### config.mk
export PLATFORM = sky130hd
export DESIGN_NAME = uart_rx
export DESIGN_NICKNAME = d
export VERILOG_FILES = /design/src/rtl/uart_rx.sv
export SDC_FILE = /design/constraint.sdc
export NUM_CORES = 1
export LEC_CHECK = 0
export ABC_AREA = 0
export CORE_UTILIZATION = 45
export CTS_BUF_LIST = sky130_fd_sc_hd__clkbuf_16
export CTS_CLUSTER_DIAMETER = 30
export CTS_CLUSTER_SIZE = 10
export DETAILED_ROUTE_END_ITERATION = 6
export HOLD_SLACK_MARGIN = 0.05
export PLACE_DENSITY_LB_ADDON = 0.08
export REMOVE_ABC_BUFFERS = 1
export SLEW_MARGIN = 20
export SYNTH_ARGS = -nofsm -noshare
export SYNTH_HDL_FRONTEND = slang
export SYNTH_SLANG_ARGS = --single-unit
### constraint.sdc
create_clock -name clk -period 2.7 [get_ports clk]
set_input_delay 0.54 -clock clk [delete_from_list [all_inputs] [get_ports clk]]
set_output_delay 0.54 -clock clk [all_outputs]
set_load 0.01 [all_outputs]
### src/rtl/uart_rx.sv
// uart_rx: 8N1 UART receiver with a 2-flop input synchroniser, mid-bit
// sampling, a one-cycle valid strobe per byte and framing-error detection.
module uart_rx #(
    parameter int CLK_FREQ  = 50_000_000,
    parameter int BAUD_RATE = 115200
) (
    input  logic       clk,
    input  logic       rst,
    input  logic       rx_i,
    output logic [7:0] rx_data_o,
    output logic       rx_valid_o,
    output logic       rx_frame_err_o,
    output logic       rx_busy_o
);

    localparam int CLKS_PER_BIT = CLK_FREQ / BAUD_RATE;
    localparam int HALF_BIT     = CLKS_PER_BIT / 2;
    localparam int CNT_W        = $clog2(CLKS_PER_BIT);

    localparam logic [CNT_W-1:0] CNT_BIT_END  = CNT_W'(CLKS_PER_BIT - 1);
    localparam logic [CNT_W-1:0] CNT_HALF_END = CNT_W'(HALF_BIT - 1);

    typedef enum logic [2:0] {
        IDLE,
        START,
        DATA,
        STOP,
        WAIT_HIGH
    } state_t;

    state_t           state;
    logic [CNT_W-1:0] cnt;
    logic [2:0]       bit_idx;
    logic [7:0]       shift;
    logic             s1;
    logic             s2;
    logic             rx_s;

    // Two-stage synchroniser; resets to the idle (high) line level so a reset
    // never looks like a start bit.
    always_ff @(posedge clk) begin
        if (rst) begin
            s1 <= 1'b1;
            s2 <= 1'b1;
        end else begin
            s1 <= rx_i;
            s2 <= s1;
        end
    end

    assign rx_s = s2;

    // Receive FSM: start-bit qualification at half a bit, then one sample per
    // bit period so every sample lands mid-bit. Strobes default low each cycle.
    always_ff @(posedge clk) begin
        if (rst) begin
            state          <= IDLE;
            cnt            <= '0;
            bit_idx        <= '0;
            shift          <= '0;
            rx_data_o      <= 8'h00;
            rx_valid_o     <= 1'b0;
            rx_frame_err_o <= 1'b0;
            rx_busy_o      <= 1'b0;
        end else begin
            rx_valid_o     <= 1'b0;
            rx_frame_err_o <= 1'b0;
            case (state)
                IDLE: begin
                    if (!rx_s) begin
                        state     <= START;
                        cnt       <= '0;
                        rx_busy_o <= 1'b1;
                    end
                end
                START: begin
                    if (cnt == CNT_HALF_END) begin
                        cnt <= '0;
                        if (!rx_s) begin
                            state   <= DATA;
                            bit_idx <= '0;
                        end else begin
                            // Line went high again: a glitch, not a start bit.
                            state     <= IDLE;
                            rx_busy_o <= 1'b0;
                        end
                    end else begin
                        cnt <= cnt + 1'b1;
                    end
                end
                DATA: begin
                    if (cnt == CNT_BIT_END) begin
                        cnt            <= '0;
                        shift[bit_idx] <= rx_s;
                        if (bit_idx == 3'd7) begin
                            state <= STOP;
                        end else begin
                            bit_idx <= bit_idx + 1'b1;
                        end
                    end else begin
                        cnt <= cnt + 1'b1;
                    end
                end
                STOP: begin
                    if (cnt == CNT_BIT_END) begin
                        cnt <= '0;
                        if (rx_s) begin
                            rx_data_o  <= shift;
                            rx_valid_o <= 1'b1;
                            state      <= IDLE;
                            rx_busy_o  <= 1'b0;
                        end else begin
                            // Keep the last good byte; wait out a break so a
                            // held-low line is not decoded as 0x00 frames.
                            rx_frame_err_o <= 1'b1;
                            state          <= WAIT_HIGH;
                        end
                    end else begin
                        cnt <= cnt + 1'b1;
                    end
                end
                WAIT_HIGH: begin
                    if (rx_s) begin
                        state     <= IDLE;
                        cnt       <= '0;
                        rx_busy_o <= 1'b0;
                    end
                end
                default: begin
                    state     <= IDLE;
                    cnt       <= '0;
                    rx_busy_o <= 1'b0;
                end
            endcase
        end
    end

endmodule

==> summary.md, run 1 <==
| Metric | Value |
|---|---|
| Status | completed |
| Post-DP HPWL | 2490 µm |
| Drt first-iter violations | 66 |
| DR WL/cell | 13.6 µm |
| Fin util | 57.0% |
| # rows | 22 |
| Yosys top cell area share | 40.4% |
| P per Cell Area | 621 nW/µm² |
| Register area share after synthesis | 40.4% |
| Clock-pin transition on the worst setup and hold timing paths | 0.05 ns |
| Height of the die | 64.9 µm |
| Core ar. | 3740 µm² |
| DR vias/cell | 5.70 |
| Vias in the first global route | 1,343 |
| Largest fanout on the critical path | 12 |
| Ant. Diodes | 0 |
| Hold crit path type | flip-flop to flip-flop |
| Worst skew pair latency | 0.28 ns |
| Area delta synth->final | 19.6% |
| Post-CTS Resized | 0 |
| Die area | 4220 µm² |
| Pins over their slew limit | 0 |
| Die Width | 64.9 µm |
| I/O pin count | 14 |
| Drt pass-1 iters | 4 |
| Crit path DAT | 2.44 ns |
| Synth unique cells | 42 |
| TritonCTS clock tree | yes |
| # DRC | 0 |
| Non-filler instance count after layout | 265 |
| RSZ-0062 raised after global routing | no |
| Root buffer cell | clkbuf_16 |
| Syn Area/Cell | 8.83 µm² |
| Sink Count | 36 |
| Synthesized flop and latch total | 36 |
| CP endpoint kind | flip-flop |
| Ys flop type | dfxtp_1 |
| Setup Viol. Count Final | 0 |
| Peak VDD IR | 0.421 mV |
| Hold_buf cts | 0 |
| CP max stage cell | or4_1 |
| Largest net degree at the start of global routing | 28 |
| Global-route congestion overflow total | 0 |
| Max-Cap Viols | 0 |
| Setup CP Type | flip-flop to flip-flop |
| Cells after synthesis | 202 |
| Data required, critical path | 2.91 ns |
| Setup Buffers After CTS | 0 |
| Number of port buffers | 13 |
| Synth area leaders | dfxtp_1 40%, mux2i_1 11%, nand2b_1 4.9% |
| Final wirelength | 3600 µm |
| Cell area after synthesis | 1780 µm² |
| Placed insts | 257 |
| Slew @ Worst Pin | 0.740 ns |
| P_leak | 0.858 nW |
| Share of cells above drive strength 1 | 9.22% |
| Top post-synthesis cells by count | 36 x dfxtp_1, 19 x mux2i_1, 18 x nand2_1, 18 x nor2_1, 14 x nand2b_1 |
| H-tree depth | 2 |
| Cell Chain, Critical Path | inv_1 > ha_1 > or4b_1 > o31a_1 > or4_1 > a21oi_1 |
| Most frequent cell after synthesis | dfxtp_1 |
| Delay-heaviest family, CP | simple AND/OR/NAND/NOR gates |
| YS warnings | 0 |
| Initial antenna violation count | 0 |
| Sum of negative setup slack | 0 ns |
| First-pass GRT wire length | 6240 µm |
| GPL Wtd Cong | 0.791 |
| Starting Density | 47.6% |
| Max incr delay on CP | 0.57 ns |
| Clock skew | 0.00481 ns |
| Post-DRT Antenna Nets | 0 |
| Number of enable flip-flop cells after synthesis | 0 |
| Upper clock frequency limit | 0.448 GHz |
| Ys async rst share | 0% |
| TritonCTS buffer count | 5 |
| Crit share post-route | 82.6% |
| Yosys top cell by area | dfxtp_1 |
| Crit path time final | 2.23 ns |
| Worst-case clock buffer depth | 2 |
| Vias | 1,511 |
| GRT Total Usage | 19.6% |
| Max_slew headroom | 50.2% |
| Bufs and invs on worst path | 1 |
| Final Hold Viols | 0 |
| Startpoint Class | flip-flop |
| # nets final | 224 |
## worst register-to-register path: stages, from the launching register on
cell	delay [ns]
dfxtp_1	0.33
inv_1	0.10
ha_1	0.14
or4b_1	0.45
o31a_1	0.43
or4_1	0.57
a21oi_1	0.14
## where the power goes
group	internal [mW]	switching [mW]	leakage [nW]	total (mW)
Clock	0.430	0.208	0.0850	0.638
Combinational	0.0516	0.0728	0.482	0.124
Sequential	0.545	0.0171	0.291	0.562
Total	1.03	0.298	0.858	1.32
## registers in the layout (all words and copies together), names as in the netlist
| signal | cells |
|---|---|
| rx_busy_o | 1 |
| rx_data_o | 8 |
| rx_s | 1 |
| s1 | 1 |
| rx_frame_err_o | 1 |
| state | 3 |
| bit_idx | 3 |
| shift | 8 |
| rx_valid_o | 1 |
| cnt | 9 |
## placed cells by master, fill, tap and decap left out, drive strengths merged, types with 4 or more instances in the layout
cell type      instances
dfxtp                 36
mux2i                 19
nor2                  18
nand2                 18
nand2b                14
clkdlybuf4s50         13
a21oi                 10
nor3                   9
buf                    6
nand3                  5
nor2b                  5
o22ai                  5
ha                     5
clkbuf                 5
inv                    4
## layout make-up
class | count | area (µm²)
Clock inverter | 3 | 38.8
Fill cell | 348 | 1610
Inverter | 3 | 11.3
Clock buffer | 5 | 125
Tap cell | 48 | 60.1
Timing Repair Buffer | 19 | 175
Sequential cell | 36 | 721
Multi-Input combinational cell | 151 | 1000
## final timing paths
path,start,to,slack (ns),depth (start not counted)
setup / recovery,cnt[0]$_SDFFE_PP0P_,state[0]$_SDFFE_PP0P_,0.47,6
hold / removal,s1$_SDFF_PP1_,rx_s$_SDFF_PP1_,0.41,1
setup reg to reg,cnt[0]$_SDFFE_PP0P_,state[0]$_SDFFE_PP0P_,0.47,6
hold reg to reg,s1$_SDFF_PP1_,rx_s$_SDFF_PP1_,0.41,1
## logic make-up after synthesis
family / synth area share (%)
adders and majority gates: 3.51
DFF: 40.4
and+or+nand+nor: 29.4
buffers and inverters: 3.44
muxes: 11.3
AOI/OAI and AO/OA: 11.4
xor gates and xnor gates: 0.491
## layer usage
metal	vias to the layer above	wire, µm	global-route usage, %
met1	724	1740	26.9
met5	-	0	0
met2	32	1660	29.2
met3	9	131	3.70
li1	746	-	-
met4	0	71	9.44
## per-stage QoR
stage | instance area [µm²] | power (mW) | hold slack (ns) | setup slack (ns)
after floorplan | 1730 | 0.645 | 0.389 | 0.524
after global placement | 1970 | 0.692 | 0.395 | 0.532
after detailed placement | 1970 | 0.696 | 0.400 | 0.480
after CTS | 2130 | 1.34 | 0.413 | 0.473
after global routing | 2130 | 1.37 | 0.426 | 0.341
final | 2130 | 1.32 | 0.411 | 0.470
(Power assumes the default switching activity.)
==> run 2: changes to the inputs <==
==> constraint.sdc (replaced) <==
create_clock -name clk -period 1.89 [get_ports clk]
set_input_delay 0.378 -clock clk [delete_from_list [all_inputs] [get_ports clk]]
set_output_delay 0.378 -clock clk [all_outputs]
set_load 0.01 [all_outputs]
==> run 2 against run 1 <==
Effect of this change: the flow now finishes with violations (negative setup slack); register-to-register slack worse by 0.61 ns; hold slack hardly changed; die area stayed put; global-route usage is 3.5 points higher; critical path type unchanged.
==> summary.md, run 2 (same netlist as run 1, synthesis figures left out) <==
| Metric | Value |
|---|---|
| Status | finished with violations |
| Failing checks | negative setup slack |
| Final wirelength | 4340 µm (+21%) |
| Most common cell after layout, fill and taps aside | dfxtp_1 |
| First-pass GRT wire length | 7280 µm (+17%) |
| Root buffer cell | clkbuf_16 |
| Placed insts | 283 (+10%) |
| CP Launch Point | cnt[1]$_SDFFE_PP0P_ |
| Crit path to | bit_idx[0]$_SDFFE_PP0P_ |
| Setup CP Type | flip-flop to flip-flop |
| Pins over their slew limit | 0 (unchanged) |
| Final Power | 1.90 mW (+43%) |
| Drt pass-1 iters | 4 (unchanged) |
| Slew @ Worst Pin | 0.379 ns (-0.361 ns) |
| Share of cells above drive strength 1 | 26.5% (+17 points) |
| Final Hold Viols | 0 (unchanged) |
| GRT Total Usage | 23.1% (+3.5 points) |
| Drt first-iter violations | 132 (+100%) |
| Startpoint Class | flip-flop |
| Peak VDD IR | 0.629 mV (+50%) |
| Global-route congestion overflow total | 0 (unchanged) |
| Data required, critical path | 2.06 ns (-0.85 ns) |
| Reg area | 724 µm² (+0.52%) |
| Vias in the first global route | 1,582 (+18%) |
| Clock-pin transition on the worst setup and hold timing paths | 0.06 ns (about the same) |
| RSZ-0062 raised after global routing | yes |
| DR WL/cell | 14.8 µm (+9.2%) |
| Largest net degree at the start of global routing | 28 (unchanged) |
| P_leak | 1.00 nW (+17%) |
| Initial antenna violation count | 0 (unchanged) |
| Height of the die | 64.9 µm (unchanged) |
| Ant. Diodes | 0 (unchanged) |
| CP Depth | 7 (+1) |
| Post-DRT Antenna Nets | 0 (unchanged) |
| Fin util | 64.1% (+7.1 points) |
| Largest fanout on the critical path | 4 (-8) |
| Largest regs | cnt (9), rx_data_o (8), shift (8) |
| Starting Density | 47.6% (unchanged) |
| Cell Chain, Critical Path | inv_2 > ha_4 > or4b_4 > o31a_1 > buf_6 > a21oi_4 > mux2_4 |
| Delay-heaviest family, CP | compound AO/OA/AOI/OAI gates |
| Worst-case clock buffer depth | 2 (unchanged) |
| DR vias/cell | 5.59 (-2.0%) |
| Worst skew pair latency | 0.28 ns (about the same) |
| Max_slew headroom | 74.7% (+24 points) |
| Setup Viol. Count Final | 12 (+12) |
| Die area | 4220 µm² (unchanged) |
| P per Cell Area | 791 nW/µm² (+27%) |
| Setup slack, reg-to-reg | -0.14 ns (-0.61 ns) |
| Final WS setup | -0.143 ns (-0.613 ns) |
| # nets final | 252 (+13%) |
| Sink Count | 36 (unchanged) |
| # rows | 22 (unchanged) |
| TritonCTS clock tree | yes |
| TritonCTS buffer count | 5 (unchanged) |
| H-tree depth | 2 (unchanged) |
| FILL cells | 335 (-3.7%) |
| Pre-CTS WS | -0.140 ns (-0.621 ns) |
| Crit share post-route | 108% (+25 points) |
| Most flops, register | cnt |
| Commonest cells after routing, fill and taps aside | 33 x dfxtp_1, 29 x buf_4, 18 x mux2i_1, 18 x nand2_1, 17 x nor2_1 |
| Core ar. | 3740 µm² (unchanged) |
| Post-DP HPWL | 2910 µm (+17%) |
| Number of flip-flops in the largest register | 9 (unchanged) |
| I/O pin count | 14 (unchanged) |
| Upper clock frequency limit | 0.492 GHz (+9.7%) |
| Non-filler instance count after layout | 293 (+11%) |
| Crit path time final | 2.03 ns (-0.197 ns) |
| Die Width | 64.9 µm (unchanged) |
| Area of the multi-input gates | 1060 µm² (+6.1%) |
| Sum of negative setup slack | -0.786 ns (-0.786 ns) |
| Clock skew | 0.00502 ns (+0.000206 ns) |
| Number of port buffers | 13 (unchanged) |
| Reg2reg end | bit_idx[0]$_SDFFE_PP0P_ |
| GPL Wtd Cong | 0.915 (+16%) |
| CP endpoint kind | flip-flop |
| Hold crit path type | flip-flop to flip-flop |
| Max incr delay on CP | 0.45 ns (-0.12 ns) |
| Max-Cap Viols | 0 (unchanged) |
| # DRC | 0 (unchanged) |
| Hold Path Stages | 1 (unchanged) |
| CP max stage cell | or4b_4 |
| RR Startpoint | cnt[1]$_SDFFE_PP0P_ |
| Vias | 1,637 (+8.3%) |
| Bufs and invs on worst path | 2 (+1) |
| Area delta synth->final | 34.5% |
| Crit path DAT | 2.21 ns (-0.23 ns) |
| R2r worst-path depth | 7 (+1) |
[run 2: routing by layer]
metal  share of wire, %  GRT usage, %
met1                 48          29.1
met2                 46          36.1
met3                3.8          5.81
met4                2.1          11.9
met5                  0             0
[run 2: final cells by class]
type,count,area share (%)
multi-input cells,151,44.3
clock inverters,3,0.730
flip-flops and latches,36,30.2
repair buffers,47,16.6
clock buffers,5,5.22
well taps,48,2.50
inverters,3,0.469
[run 2: repair_timing]
item                                    in CTS  in global routing
buffers inserted                             1                  0
endpoints found under the setup margin      14                 22
pin swaps                                    2                  5
gates resized for setup                     15                 10
hold buffers                                 0                  0
cloned                                       0                  1
[run 2: power by group]
part	switching [mW]	internal, mW	total [mW]	leakage, nW
Sequential	0.00994	0.779	0.789	0.292
Clock	0.326	0.486	0.811	0.0716
Combinational	0.154	0.143	0.296	0.641
[run 2: how the worst min path moves through the flow]
stage,start,endpoint,slack [ns]
after detailed placement,s1$_SDFF_PP1_,rx_s$_SDFF_PP1_,0.40
after global placement,s1$_SDFF_PP1_,rx_s$_SDFF_PP1_,0.40
after CTS,s1$_SDFF_PP1_,rx_s$_SDFF_PP1_,0.41
after floorplan,s1$_SDFF_PP1_,rx_s$_SDFF_PP1_,0.39
after global routing,s1$_SDFF_PP1_,rx_s$_SDFF_PP1_,0.41
final,s1$_SDFF_PP1_,rx_s$_SDFF_PP1_,0.41
[run 2: per-stage QoR]
stage | hold WS, ns | cell area, µm²
after floorplan | 0.389 | 1730
after global routing | 0.415 | 2400
after detailed placement | 0.399 | 2160
after CTS | 0.412 | 2350
final | 0.411 | 2400
after global placement | 0.395 | 2160
[run 2: worst reg2reg max path, stage by stage, from the launching register on]
cell and delay (ns):
dfxtp_2 0.32, inv_2 0.08, ha_4 0.12, or4b_4 0.45, o31a_1 0.36, buf_6 0.15, a21oi_4 0.14, mux2_4 0.31
==> run 3: changes to the inputs <==
--- a/config.mk
+++ b/config.mk
@@ -14,6 +14,7 @@
 export HOLD_SLACK_MARGIN = 0.05
 export PLACE_DENSITY_LB_ADDON = 0.08
 export REMOVE_ABC_BUFFERS = 1
+export SETUP_SLACK_MARGIN = 0.1
 export SLEW_MARGIN = 20
 export SYNTH_ARGS = -nofsm -noshare
 export SYNTH_HDL_FRONTEND = slang
==> run 3 against run 2 <==
Effect of this change: the run still ends with negative setup slack left; first-iteration DRC count shrank 19%; global-route usage grew 0.97 points; non-clock buffer count is the same; setup slack lost 0.011 ns; power grew 3.1%; fmax shrank 0.52%; cell count is the same; highest routed layer unchanged; clock power is essentially flat; wire length grew 4.7%; sequential share of layout area shrank 1.2 points; hold slack is essentially flat; die area is the same.
==> summary.md, run 3 (same netlist as run 1, synthesis figures left out) <==
| Metric | Value |
|---|---|
| Largest net degree at the start of global routing | 28 (unchanged) |
| Data required, critical path | 2.11 ns (+0.05 ns) |
| Int Power | 1.44 mW (+2.1%) |
| Starting Density | 47.6% (unchanged) |
| Max-Cap Viols | 0 (unchanged) |
| Clock skew | 0.00554 ns (+0.000517 ns) |
| Height of the die | 64.9 µm (unchanged) |
| Sw Share | 26.5% (+0.69 points) |
| Max incr delay on CP | 0.52 ns (+0.07 ns) |
| Reg power frac | 40.3% (-1.3 points) |
| Hold_buf cts | 0 (unchanged) |
| Pins over their slew limit | 0 (unchanged) |
| I/O pin count | 14 (unchanged) |
| Delay-heaviest family, CP | simple AND/OR/NAND/NOR gates |
| Root buffer cell | clkbuf_16 |
| First-pass GRT wire length | 7510 µm (+3.2%) |
| Most flops, register | cnt |
| Startpoint Class | flip-flop |
| Post-DP HPWL | 2910 µm (unchanged) |
| Power share of the clock group | 41.5% (-1.3 points) |
| CP endpoint kind | flip-flop |
| Final wirelength | 4550 µm (+4.7%) |
| Failing checks | negative setup slack |
| Final WS setup | -0.154 ns (-0.0107 ns) |
| Post-DRT Antenna Nets | 0 (unchanged) |
| Slew @ Worst Pin | 0.384 ns (+0.00454 ns) |
| Fin util | 66.6% (+2.5 points) |
| DR WL/cell | 15.5 µm (+4.7%) |
| Crit share post-route | 108% (+0.57 points) |
| Logic pwr share | 18.2% (+2.6 points) |
| Worst-case clock buffer depth | 2 (unchanged) |
| Placed insts | 283 (unchanged) |
| Die area | 4220 µm² (unchanged) |
| Setup Viol. Count Final | 8 (-4) |
| Non-filler instance count after layout | 293 (unchanged) |
| Crit path time final | 2.04 ns (+0.0107 ns) |
| Area delta synth->final | 39.9% |
| Status | finished with violations |
| # DRC | 0 (unchanged) |
| Vias in the first global route | 1,637 (+3.5%) |
| Drt pass-1 iters | 4 (unchanged) |
| Drt first-iter violations | 107 (-19%) |
| Crit path DAT | 2.26 ns (+0.05 ns) |
| Final Hold Viols | 0 (unchanged) |
| Met1 Use GR | 29.0% (-0.11 points) |
| Commonest cells after routing, fill and taps aside | 33 x dfxtp_1, 28 x buf_4, 19 x mux2i_1, 18 x nand2_1, 17 x nor2_1 |
| P_leak | 1.09 nW (+8.5%) |
| Net Switching | 518 µW (+5.9%) |
| Bufs and invs on worst path | 1 (-1) |
| Worst skew pair latency | 0.28 ns (about the same) |
| # nets final | 252 (unchanged) |
| Largest fanout on the critical path | 4 (unchanged) |
| Setup CP Type | flip-flop to flip-flop |
| Peak VDD IR | 0.635 mV (+0.86%) |
| DR vias/cell | 5.72 (+2.4%) |
| Cell Chain, Critical Path | inv_2 > ha_4 > or4b_4 > o31a_1 > or4_1 > a21oi_2 |
| FILL cells | 320 (-4.5%) |
| CP max stage cell | or4_1 |
| Core ar. | 3740 µm² (unchanged) |
| Area of the multi-input gates | 1140 µm² (+7.2%) |
| H-tree depth | 2 (unchanged) |
| Hold crit path type | flip-flop to flip-flop |
| Largest regs | cnt (9), rx_data_o (8), shift (8) |
| TritonCTS buffer count | 5 (unchanged) |
| Max_slew headroom | 74.4% (-0.30 points) |
| Vias | 1,676 (+2.4%) |
| RSZ-0062 raised after global routing | yes |
| Gr busiest metal | met2 |
| Number of flip-flops in the largest register | 9 (unchanged) |
| Global-route congestion overflow total | 0 (unchanged) |
| Reg area | 724 µm² (unchanged) |
| Share of cells above drive strength 1 | 29.4% (+2.9 points) |
| Most common cell after layout, fill and taps aside | dfxtp_1 |
| # rows | 22 (unchanged) |
| Ant. Diodes | 0 (unchanged) |
| Clock-pin transition on the worst setup and hold timing paths | 0.06 ns (about the same) |
| Upper clock frequency limit | 0.489 GHz (-0.52%) |
| Sink Count | 36 (unchanged) |
| P per Cell Area | 784 nW/µm² (-0.83%) |
| GPL Wtd Cong | 0.915 (unchanged) |
| Sum of negative setup slack | -0.804 ns (-0.0179 ns) |
| Die Width | 64.9 µm (unchanged) |
| Met2 usage | 37.0% (+0.91 points) |
| Met3 usage | 6.87% (+1.1 points) |
| GRT Total Usage | 24.1% (+0.97 points) |
| Number of port buffers | 13 (unchanged) |
| Initial antenna violation count | 0 (unchanged) |
| TritonCTS clock tree | yes |
| Fin Hold WS | 0.411 ns (-0.000208 ns) |
## run 3: cell counts in the layout (fill, tap and decap cells not counted)
No cell type changed its count.
## run 3: repair_timing
action,4_1_cts,5_1_grt
cloned,0,0
setup endpoints to repair,16,28
buffers inserted,3,1
gates resized for setup,28,11
pin swaps,13,12
## run 3: worst paths after layout
check,start,to,slack (ns),depth (start not counted)
worst max-delay path,cnt[0]$_SDFFE_PP0P_,state[0]$_SDFFE_PP0P_,-0.15,6
worst min register to register,s1$_SDFF_PP1_,rx_s$_SDFF_PP1_,0.41,1
worst min-delay path,s1$_SDFF_PP1_,rx_s$_SDFF_PP1_,0.41,1
worst max register to register,cnt[0]$_SDFFE_PP0P_,state[0]$_SDFFE_PP0P_,-0.15,6
## run 3: power groups by stage
stage	sequential, mW	combinational [mW]	clock (mW)
final	0.789	0.356	0.811
after global routing	0.791	0.376	0.856
after CTS	0.788	0.319	0.826
after detailed placement	0.802	0.254	0
after global placement	0.802	0.250	0
after floorplan	0.815	0.107	0
## run 3: final cells by class
class | count | share of cell area (%)
multi-input combinational | 151 | 45.7
sequential | 36 | 29.1
timing repair buffer | 47 | 16.7
clock buffer | 5 | 5.02
tap | 48 | 2.41
clock inverter | 3 | 0.702
inverter | 3 | 0.452
## run 3: layer usage
layer	routed length (µm)	up-vias
met3	266	22
li1	-	803
met4	182	0
met1	2030	797
met2	2070	54
met5	0	-
## run 3: stage by stage
step	area [µm²]	worst slack [ns]	power, mW
2_1_floorplan	1730	-0.286	0.922
3_3_place_gp	2160	-0.106	1.05
3_5_place_dp	2160	-0.140	1.06
4_1_cts	2440	-0.120	1.93
5_1_grt	2490	-0.198	2.02
6_report	2490	-0.154	1.96
## run 3: worst reg2reg max path, cell delays in order, from the launching register on
cell and delay, ns:
dfxtp_2 0.32, inv_2 0.08, ha_4 0.12, or4b_4 0.45
o31a_1 0.36, or4_1 0.52, a21oi_2 0.14
